$ cat src/rtl/fifo_wr_arbiter.sv
// Purpose : round-robin arbiter sharing one FIFO write port between NUM_REQ requesters, bursts of up to MAX_BURST.
// Latency : 1 cycle of arbitration from request to grant, then data passes through combinationally; 1 idle bubble after each grant.
// Backpress: elem_ready_i is routed only to the granted requester; a stalled FIFO holds the grant indefinitely.
//
// Ports:
//   clk_i, arst_ni        write-domain clock, async active-low reset
//   req_data_i/valid_i    packed requester data (k at [k*ELEM_WIDTH +: ELEM_WIDTH]) and valids
//   req_ready_o           per-requester ready, only the granted bit can be set
//   elem_o/valid_o/ready_i  FIFO write port
//   grant_o, grant_idx_o  one-hot grant (zero when idle) and current/last granted index
//   busy_o                high while a grant is held
//   prio_i                only with FIFO_WR_ARB_PRIO_EN defined: requester 0 wins in IDLE, pointer untouched
module fifo_wr_arbiter #(
    parameter int NUM_REQ    = 4,
    parameter int ELEM_WIDTH = 8,
    parameter int MAX_BURST  = 4
) (
    input  logic                          clk_i,
    input  logic                          arst_ni,
    input  logic [NUM_REQ*ELEM_WIDTH-1:0] req_data_i,
    input  logic [NUM_REQ-1:0]            req_valid_i,
    output logic [NUM_REQ-1:0]            req_ready_o,
    output logic [ELEM_WIDTH-1:0]         elem_o,
    output logic                          elem_valid_o,
    input  logic                          elem_ready_i,
`ifdef FIFO_WR_ARB_PRIO_EN
    input  logic                          prio_i,
`endif
    output logic [NUM_REQ-1:0]            grant_o,
    output logic [$clog2(NUM_REQ)-1:0]    grant_idx_o,
    output logic                          busy_o
);

    localparam int IDX_W = $clog2(NUM_REQ);
    localparam int CNT_W = $clog2(MAX_BURST + 1);

    typedef enum logic {ST_IDLE, ST_GRANT} state_t;

    state_t             r_state,     w_state_nxt;
    logic [IDX_W-1:0]   r_g,         w_g_nxt;
    logic [IDX_W-1:0]   r_rr_ptr,    w_rr_nxt;
    logic [CNT_W-1:0]   r_burst_cnt, w_cnt_nxt;
    logic [NUM_REQ-1:0] r_grant,     w_grant_nxt;
    logic               r_prio,      w_prio_nxt;

    logic [ELEM_WIDTH-1:0] w_req_data [NUM_REQ];
    logic [IDX_W-1:0]      w_cand;
    logic [IDX_W-1:0]      w_pick;
    logic                  w_found;
    logic                  w_hs;
    logic                  w_prio_take;

    // Unpacked view of the flat data bus so the mux indexes by grant directly.
    always_comb begin
        for (int k = 0; k < NUM_REQ; k++) begin
            w_req_data[k] = req_data_i[k*ELEM_WIDTH +: ELEM_WIDTH];
        end
    end

    // First valid requester scanning from the round-robin pointer with wrap.
    always_comb begin
        w_found = 1'b0;
        w_pick  = '0;
        w_cand  = '0;
        for (int i = 0; i < NUM_REQ; i++) begin
            w_cand = IDX_W'((int'(r_rr_ptr) + i) % NUM_REQ);
            if (!w_found && req_valid_i[w_cand]) begin
                w_found = 1'b1;
                w_pick  = w_cand;
            end
        end
    end

`ifdef FIFO_WR_ARB_PRIO_EN
    assign w_prio_take = prio_i & req_valid_i[0];
`else
    assign w_prio_take = 1'b0;
`endif

    // Write-port path: only live while a grant is held.
    always_comb begin
        elem_o       = '0;
        elem_valid_o = 1'b0;
        req_ready_o  = '0;
        if (r_state == ST_GRANT) begin
            elem_o           = w_req_data[r_g];
            elem_valid_o     = req_valid_i[r_g];
            req_ready_o[r_g] = elem_ready_i;
        end
    end

    assign w_hs = elem_valid_o & elem_ready_i;

    always_comb begin
        w_state_nxt = r_state;
        w_g_nxt     = r_g;
        w_rr_nxt    = r_rr_ptr;
        w_cnt_nxt   = r_burst_cnt;
        w_grant_nxt = r_grant;
        w_prio_nxt  = r_prio;
        case (r_state)
            ST_IDLE: begin
                if (w_found) begin
                    w_state_nxt = ST_GRANT;
                    w_cnt_nxt   = '0;
                    if (w_prio_take) begin
                        w_g_nxt    = '0;
                        w_prio_nxt = 1'b1;
                    end else begin
                        w_g_nxt    = w_pick;
                        w_prio_nxt = 1'b0;
                    end
                    w_grant_nxt = NUM_REQ'(1) << w_g_nxt;
                end
            end
            ST_GRANT: begin
                // Burst limit reached or requester withdrew: release and leave one bubble.
                if ((w_hs && (r_burst_cnt == CNT_W'(MAX_BURST - 1))) || !req_valid_i[r_g]) begin
                    w_state_nxt = ST_IDLE;
                    w_grant_nxt = '0;
                    // A priority grant must not disturb the round-robin order.
                    if (!r_prio) begin
                        w_rr_nxt = (r_g == IDX_W'(NUM_REQ - 1)) ? '0 : r_g + 1'b1;
                    end
                end else if (w_hs) begin
                    w_cnt_nxt = r_burst_cnt + 1'b1;
                end
            end
            default: begin
                w_state_nxt = ST_IDLE;
                w_grant_nxt = '0;
            end
        endcase
    end

    always_ff @(posedge clk_i or negedge arst_ni) begin
        if (!arst_ni) begin
            r_state     <= ST_IDLE;
            r_g         <= '0;
            r_rr_ptr    <= '0;
            r_burst_cnt <= '0;
            r_grant     <= '0;
            r_prio      <= 1'b0;
        end else begin
            r_state     <= w_state_nxt;
            r_g         <= w_g_nxt;
            r_rr_ptr    <= w_rr_nxt;
            r_burst_cnt <= w_cnt_nxt;
            r_grant     <= w_grant_nxt;
            r_prio      <= w_prio_nxt;
        end
    end

    assign grant_o     = r_grant;
    assign grant_idx_o = r_g;
    assign busy_o      = (r_state == ST_GRANT);

endmodule

$ cat config.mk
export PLATFORM = sky130hd
export DESIGN_NAME = fifo_wr_arbiter
export DESIGN_NICKNAME = d
export VERILOG_FILES = /design/src/rtl/fifo_wr_arbiter.sv
export SDC_FILE = /design/constraint.sdc
export NUM_CORES = 1
export LEC_CHECK = 0
export CAP_MARGIN = 10
export CORE_MARGIN = 3
export CORE_UTILIZATION = 38
export CTS_BUF_LIST = sky130_fd_sc_hd__clkbuf_8
export CTS_CLUSTER_SIZE = 8
export DETAILED_ROUTE_END_ITERATION = 10
export HOLD_SLACK_MARGIN = 0.03
export MAX_ROUTING_LAYER = met4
export PLACE_DENSITY = 0.81
export SKIP_CTS_REPAIR_TIMING = 1
export SYNTH_ARGS = -nofsm -noshare
export SYNTH_HDL_FRONTEND = slang
export SYNTH_SLANG_ARGS = --single-unit
$ cat constraint.sdc
create_clock -name clk_i -period 2.4 [get_ports clk_i]
set_clock_uncertainty 0.05 [all_clocks]
set_input_delay 0.72 -clock clk_i [delete_from_list [all_inputs] [get_ports clk_i]]
set_output_delay 0.72 -clock clk_i [all_outputs]
set_load 0.01 [all_outputs]
==> run metrics, run 1 <==
outcome finished with violations; failing checks negative setup slack; Most Crowded Layer GR met2; Core Footprint approximately 2300 um2; worst skew pair latency 0.24 ns; Synth cell types 31; Crit Path Class input port to output port; DRT Pass-1 Iters 4; Layout Nets about 210; initial antenna violation count 0; min Tclk post-route roughly 2.4 ns; Final Power ~1.9 mW; RSZ-0062 raised after global routing yes; area delta synth->final 87.0%; M2 GR Usage between 30% and 40%; max cap viols 0; CTS H-tree depth 1; Slew HR 61.6%; CP arrival around 1.7 ns; Syn Inst Count 90; Post-Syn Nets about 140; Ports slightly below 60; die width 56.9 um; CTS Root Cell clkbuf_8; largest net degree at the start of global routing 17; clock buffer depth 2; Buffers on Ports 58; ys async rst share 100%; synthesized cell area just under 1000 um2; row count 17; fraction of layout cells with a size suffix above 1 between 30% and 40%; period utilisation layout 101%; synth cell count leaders 12 x dfrtp_1, 9 x and2_1, 9 x mux4_2; Post-synth EDFFs 0; most frequent cell after synthesis dfrtp_1; Hold WC Path Type flip-flop to flip-flop; Seq/Total Area, Yosys a little over 30%; Reg clk slew, reported paths 0.05 ns; die area about 3200 um2; Vias/cell roughly 5.4; RD Place Congestion between 0.8 and 0.9; Final Cell Area about 1800 um2; ANT cells 0; worst slack, placed -0.742 ns; Initial Utilization 42.1%; met1 Use GR 25.8%; P per Cell Area approximately 1000 nW/um2; first-pass GRT wire length roughly 5.3 mm; yosys synthesis warning count 0; drt drc 0; vias in the first global route 1,076; Critical Path Source Type input port; wire per inst 18.3 um; GRT overflow 0; post-synth top area cell dfrtp_1; worst-path maximum fanout 2; iteration-0 DRC count of the detailed router 28; Setup TNS -0.0292 ns; Post-DP HPWL about 2.5 mm; Sinks on Clock Net 12; Post-DRT Antenna Nets 0; Crit. End Element output port; CTS Buf Count 3; data required time of the worst path between 1.5 and 2 ns; Slew Viols, Final 0; area share of the largest cell type after synthesis 30.5%; Placed Instance Area approximately 1700 um2; vias 1,024; final WL ~3.4 mm; fmax a little over 400 MHz; Min Hold Slack roughly 0.45 ns; worst vdd ir approximately 770 uV; CTS tree built; post-route setup slack -0.0292 ns; gr usage total 21.7%; flops & latches, synth 12; Die Y 56.9 um; final hold vios 0; Pleak roughly 1.2 nW; final setup fails 1; met3 usage 4.14%; synth top area cells dfrtp_1 30%, mux4_2 21%, ha_1 7.6%; Post-synth top flop dfrtp_1; Slew @ Worst Pin 0.574 ns; Avg Inst Size Synth ~11 um2
[routing by layer]
metal  share of wire, %  wire (um)
met5                  0          0
met4                1.5         50
met3                8.5        292
met2                 51       1750
met1                 39       1350
[metrics by stage]
stage | std cells | util, %
finish | 188 | 78.7
global route | 188 | 78.7
CTS | 188 | 74.5
detailed placement | 184 | 72.1
global placement | 184 | 72.1
floorplan | 90 | -
[kinds of logic (layout without fill, tap and decap cells)]
kind of cell,Yosys count,in the layout,share of synthesized area (%)
compound gates,14,14,10.4
xor+xnor,1,1,0.890
fa+ha+maj,6,6,7.62
buf+inv,10,80,4.19
flops,12,12,30.5
mux,11,11,23.6
simple gates,36,36,22.7
[report_power, final]
group	switching, mW	internal, mW
clock network	0.0799	0.145
logic	0.527	0.746
registers	0.117	0.291
total	0.723	1.18
[registers in the layout, indices dropped and copies added, names as in the netlist]
register,cells
r_rr_ptr,2
grant_o,4
grant_idx_o,2
busy_o,1
r_burst_cnt,3
[worst paths after layout]
kind / startpoint / to / slack (ns) / depth (start not counted)
min in group asynchronous: arst_ni / grant_o[0]$_DFFE_PN0P_ / 0.79 / 1
max in group asynchronous: arst_ni / grant_idx_o[1]$_DFFE_PN0P_ / 1.10 / 1
min: grant_o[0]$_DFFE_PN0P_ / grant_o[0]$_DFFE_PN0P_ / 0.45 / 1
min reg2reg: grant_o[0]$_DFFE_PN0P_ / grant_o[0]$_DFFE_PN0P_ / 0.45 / 1
max reg2reg: grant_idx_o[0]$_DFFE_PN0P_ / grant_o[2]$_DFFE_PN0P_ / 0.51 / 6
max: req_valid_i[0] / elem_valid_o / -0.03 / 4
[worst max-delay path, stage by stage]
cell	delay [ns]
dlymetal6s2s_1	0.14
mux4_2	0.50
and2_1	0.18
clkbuf_2	0.12
[cell type report]
cell class                 instances  area, um2
fill                             146        498
multi-input combinational         68        656
tap                               28       35.0
clock buffer                       4       55.1
inverter                           5       18.8
sequential                        12        302
timing repair buffer              71        776
[cell usage in the layout (no fill, tap or decap), types with 2 or more instances in the layout]
master / instances
mux2_4: 2
nand2b_1: 3
dfrtp_1: 11
ha_1: 6
nor2_1: 2
o2bb2ai_1: 2
nand3_1: 3
a22o_1: 3
buf_6: 6
and2_1: 4
nand2_1: 5
clkbuf_2: 2
clkdlybuf4s50_1: 8
a21oi_1: 2
clkbuf_8: 4
nand2_2: 3
and3_1: 4
and2_4: 5
inv_1: 5
o21ai_0: 3
mux4_2: 9
buf_2: 3
buf_4: 11
dlymetal6s2s_1: 40
Power figures use the tool's default switching activity.
==> run 2: changes to the inputs <==
--- a/config.mk
+++ b/config.mk
@@ -7,13 +7,14 @@
 export LEC_CHECK = 0
 export CAP_MARGIN = 10
 export CORE_MARGIN = 3
-export CORE_UTILIZATION = 38
+export CORE_UTILIZATION = 59
 export CTS_BUF_LIST = sky130_fd_sc_hd__clkbuf_8
 export CTS_CLUSTER_SIZE = 8
 export DETAILED_ROUTE_END_ITERATION = 10
+export DONT_BUFFER_PORTS = 1
 export HOLD_SLACK_MARGIN = 0.03
 export MAX_ROUTING_LAYER = met4
-export PLACE_DENSITY = 0.81
+export PLACE_DENSITY = 0.75
 export SKIP_CTS_REPAIR_TIMING = 1
 export SYNTH_ARGS = -nofsm -noshare
 export SYNTH_HDL_FRONTEND = slang
==> run 2 against run 1 <==
Effect of this change: the flow now finishes without violations; global-route usage down 2.9 points; routed wire length down 44%; via count down 32%; non-clock buffer count down 68; setup slack better by 0.097 ns; clock-buffer cell count unchanged; power down 27%; first-iteration DRC count down 61%; register-to-register slack better by 0.19 ns; fmax up 4.2%; final area down 42%; utilization down 9.4 points; critical path type is now flip-flop to output port.
==> run metrics, run 2 (same netlist as run 1, synthesis figures left out) <==
P per Cell Area roughly 1300 nW/um2; Worst Reg-to-Reg Cells 4; max FFs per register 4; worst vdd ir between 800 and 900 uV; wire per inst 18.0 um; clock buffer depth 2; Final Power between 1 and 1.5 mW; min Tclk post-route 2.33 ns; Worst path slowest cell mux4_2; area delta synth->final 8.51%; final hold vios 0; Vias/cell ~6.5; die width around 47 um; die area around 2200 um2; period utilisation layout a little over nine tenths; vias in the first global route 637; fill cell count about 120; reg2reg start grant_idx_o[0]$_DFFE_PN0P_; ANT cells 0; Sinks on Clock Net 12; Critical Path Source Type flip-flop; CTS tree built; Hold WC Path Type input port to async pin; first-pass GRT wire length 2.79 mm; Slew HR 58.8%; Layout Nets about 140; Reg clk slew, reported paths 0.05 ns; worst-path maximum fanout 13; most common cell after layout, fill and taps aside dfrtp_1; Ports 59; largest net degree at the start of global routing 21; Post-DP HPWL around 1.6 mm; CTS H-tree depth 1; fmax around 430 MHz; internal reg-to-reg setup slack about 0.7 ns; Worst path depth 3; gr usage total roughly a fifth; data required time of the worst path between 1.5 and 2 ns; Buffers on Ports 0; CTS Buf Count 3; final setup fails 0; CP arrival 1.56 ns; row count 14; Bufs and invs on worst path 1; Die Y 46.9 um; Min Hold Slack about 0.12 ns; final WL between 1.5 and 2 mm; commonest cells after routing, fill and taps aside 11 x dfrtp_1, 9 x mux4_2, 9 x and2_1, 6 x ha_1; Initial Utilization between 60% and 70%; Worst setup startpoint grant_idx_o[0]$_DFFE_PN0P_; RSZ-0062 raised after global routing no; critical path endpoint elem_o[1]; CTS Root Cell clkbuf_8; Crit Path Class flip-flop to output port; Final Cell Area roughly 1100 um2; initial antenna violation count 0; outcome completed; iteration-0 DRC count of the detailed router 11; vias 700; R2R Path End grant_o[2]$_DFFE_PN0P_; Slew Viols, Final 0; slowest stage delay, CP about 0.5 ns; GRT overflow 0; RD Place Congestion 0.722; Placed Instance Area ~1000 um2; drt drc 0; worst path cell trace buf_8 -> mux4_2 -> and2_1; delay-heaviest family, CP multiplexers; Pleak a little under 0.5 nW; Post-DRT Antenna Nets 0; worst skew pair latency 0.24 ns; Crit. End Element output port; fraction of layout cells with a size suffix above 1 26.1%; Slew @ Worst Pin around 0.6 ns; Core Footprint 1540 um2; DRT Pass-1 Iters 4; max cap viols 0
-- run 2: worst min path at each step --
stage             from                      end  slack (ns)
2_1_floorplan  arst_ni         busy_o$_DFF_PN0_        0.37
3_3_place_gp   arst_ni  r_rr_ptr[0]$_DFFE_PN0P_        0.37
3_5_place_dp   arst_ni  r_rr_ptr[0]$_DFFE_PN0P_        0.37
4_1_cts        arst_ni  r_rr_ptr[0]$_DFFE_PN0P_        0.12
5_1_grt        arst_ni   grant_o[0]$_DFFE_PN0P_        0.11
6_report       arst_ni  r_rr_ptr[0]$_DFFE_PN0P_        0.12
-- run 2: layer usage --
metal  share of wire, %  vias to the layer above  routed length, um  track usage, %
met2                 52                       34               1010            31.4
met4               0.41                        0                  8            3.31
met5                  0                        -                  0               -
li1                   -                      335                  -               -
met1                 37                      329                724            20.7
met3                 10                        2                198            8.43
-- run 2: final cells by class --
type	count	area, um2	share of cell area [%]
clock buffers	4	55.1	5.15
well taps	16	20.0	1.87
inverters	5	18.8	1.76
flip-flops and latches	12	302	28.2
repair buffers	3	30.0	2.81
multi-input cells	68	643	60.2
-- run 2: through the flow --
stage,utilization (%),TNS [ns],instances,setup slack [ns]
2_1_floorplan,-,0,90,0.146
3_3_place_gp,65.2,0,104,0.154
3_5_place_dp,65.2,0,104,0.148
4_1_cts,68.8,-0.101,108,-0.0192
5_1_grt,69.3,0,108,0.00125
6_report,69.3,0,108,0.0682
-- run 2: where the power goes --
group          internal (mW)  switching (mW)
clock                  0.145          0.0713
sequential             0.291           0.162
combinational          0.389           0.342
==> run 3: changes to the inputs <==
==> constraint.sdc (replaced) <==
create_clock -name clk_i -period 2.4 [get_ports clk_i]
set_clock_uncertainty 0.05 [all_clocks]
set_input_delay 0.72 -clock clk_i [delete_from_list [all_inputs] [get_ports clk_i]]
set_output_delay 0.72 -clock clk_i [all_outputs]
set_load 0.05 [all_outputs]
==> run 3 against run 2 <==
Effect of this change: via count grew 11%; fmax shrank 1.5%; clock-buffer cell count is the same; hold slack lost 0.0047 ns; die area is the same; global-route usage grew 3.0 points; routed wire length grew 19%; non-clock buffer count grew 8; first-iteration DRC count grew 55%; sequential power grew 16%; combinational power grew 86%; largest power group unchanged; highest routed layer unchanged.
==> run metrics, run 3 (same netlist as run 1, synthesis figures left out) <==
period utilisation layout a little over nine tenths; ANT cells 0; Post-DP HPWL around 1.8 mm; internal power around 1.0 mW; DRT Pass-1 Iters 4; CTS Root Cell clkbuf_8; max cap viols 0; worst vdd ir just under 1000 uV; worst-path maximum fanout 5; largest net degree at the start of global routing 15; die area between 2000 and 2500 um2; clock power share 10.5%; drt drc 0; area of the multi-input gates about 660 um2; Hold WC Path Type input port to async pin; first-pass GRT wire length 3.16 mm; Pleak about 0.56 nW; P per Cell Area 1740 nW/um2; Comb pwr share 64.6%; most common cell after layout, fill and taps aside dfrtp_1; die width around 47 um; outcome completed; Vias/cell roughly 6.7; Slew Viols, Final 0; Sw Share 52.3%; initial antenna violation count 0; Crit Path Class flip-flop to output port; Sw Pwr between 1 and 1.5 mW; Initial Utilization around 64%; fmax ~420 MHz; fill cell count 100; Placed Instances 110; Crit. End Element output port; worst slack, placed ~0.08 ns; vias in the first global route slightly above 700; CTS tree built; Post-DRT Antenna Nets 0; Core Footprint about 1500 um2; Ports 59; Layout Nets ~150; CTS H-tree depth 1; Final Cell Area between 1000 and 1500 um2; fin cells between 100 and 150; wire per inst roughly 20 um; Seq pwr share 24.9%; fraction of layout cells with a size suffix above 1 42.0%; Sinks on Clock Net 12; RD Place Congestion roughly 0.73; commonest cells after routing, fill and taps aside 10 x dfrtp_1, 9 x mux4_2, 8 x and2_4, 6 x ha_1; CTS Buf Count 3; GRT overflow 0; gr usage total approximately 22%; min Tclk post-route between 2 and 2.5 ns; Reg clk slew, reported paths about 0.05 ns; max FFs per register 4; Slew HR between 60 and 70%; data required time of the worst path between 1.5 and 2 ns; Final Power ~2.1 mW; iteration-0 DRC count of the detailed router 17; worst skew pair latency 0.24 ns; row count 14; Critical Path Source Type flip-flop; Min Hold Slack about 0.12 ns; clock buffer depth 2; Placed Instance Area ~1100 um2; Sequential Area 305 um2; final WL around 2.3 mm; area delta synth->final 23.1%; Buffers on Ports 0; vias 777; final hold vios 0; final setup fails 0; Die Y around 47 um; post-route setup slack between 0.03 and 0.04 ns; Slew @ Worst Pin 0.552 ns; CP arrival 1.60 ns
==> run 3: cell types whose count changed in the layout (fill, tap and decap cells not counted), sizes merged <==
| cell | change |
|---|---|
| buf | +8 |
==> run 3: worst paths after layout <==
check                                      startpoint                    endpoint  slack, ns  depth (start not counted)
min reg2reg                r_burst_cnt[1]$_DFFE_PN0P_  r_burst_cnt[1]$_DFFE_PN0P_       0.48                          2
min in group clk_i         r_burst_cnt[1]$_DFFE_PN0P_  r_burst_cnt[1]$_DFFE_PN0P_       0.48                          2
min                                           arst_ni  grant_idx_o[0]$_DFFE_PN0P_       0.12                          0
max in group asynchronous                     arst_ni  grant_idx_o[1]$_DFFE_PN0P_       2.10                          0
max                        grant_idx_o[0]$_DFFE_PN0P_                   elem_o[7]       0.03                          3
max reg2reg                grant_idx_o[0]$_DFFE_PN0P_      grant_o[3]$_DFFE_PN0P_       0.50                          6
==> run 3: per-stage QoR <==
step           utilization (%)  TNS (ns)
3_5_place_dp              72.1         0
6_report                  78.7         0
3_3_place_gp              72.1         0
2_1_floorplan                -         0
4_1_cts                   75.6    -0.792
5_1_grt                   78.7  -0.00146
==> run 3: layer usage <==
layer,part of all wire (%),up-vias,track usage [%]
li1,-,349,-
met2,55,36,40.4
met4,3.0,0,11.6
met3,7.7,9,3.45
met1,34,383,21.1
met5,0,-,-
==> run 3: cell type report <==
class | instances | area share (%)
multi-input cells | 68 | 54.8
inverters | 5 | 1.55
repair buffers | 11 | 12.3
clock buffers | 4 | 4.54
flip-flops and latches | 12 | 25.2
well taps | 16 | 1.65
==> run 3: critical path: stages, from the launching register on <==
cell,delay (ns)
dfrtp_4,0.50
buf_12,0.15
mux4_2,0.40
and2_2,0.30
==> run 3: power by group through the flow <==
stage | Clock (mW) | Combinational, mW | Sequential [mW]
6_report | 0.222 | 1.36 | 0.525
2_1_floorplan | 0 | 0.987 | 0.551
3_3_place_gp | 0 | 1.18 | 0.548
3_5_place_dp | 0 | 1.21 | 0.551
4_1_cts | 0.226 | 1.22 | 0.548
5_1_grt | 0.231 | 1.44 | 0.543
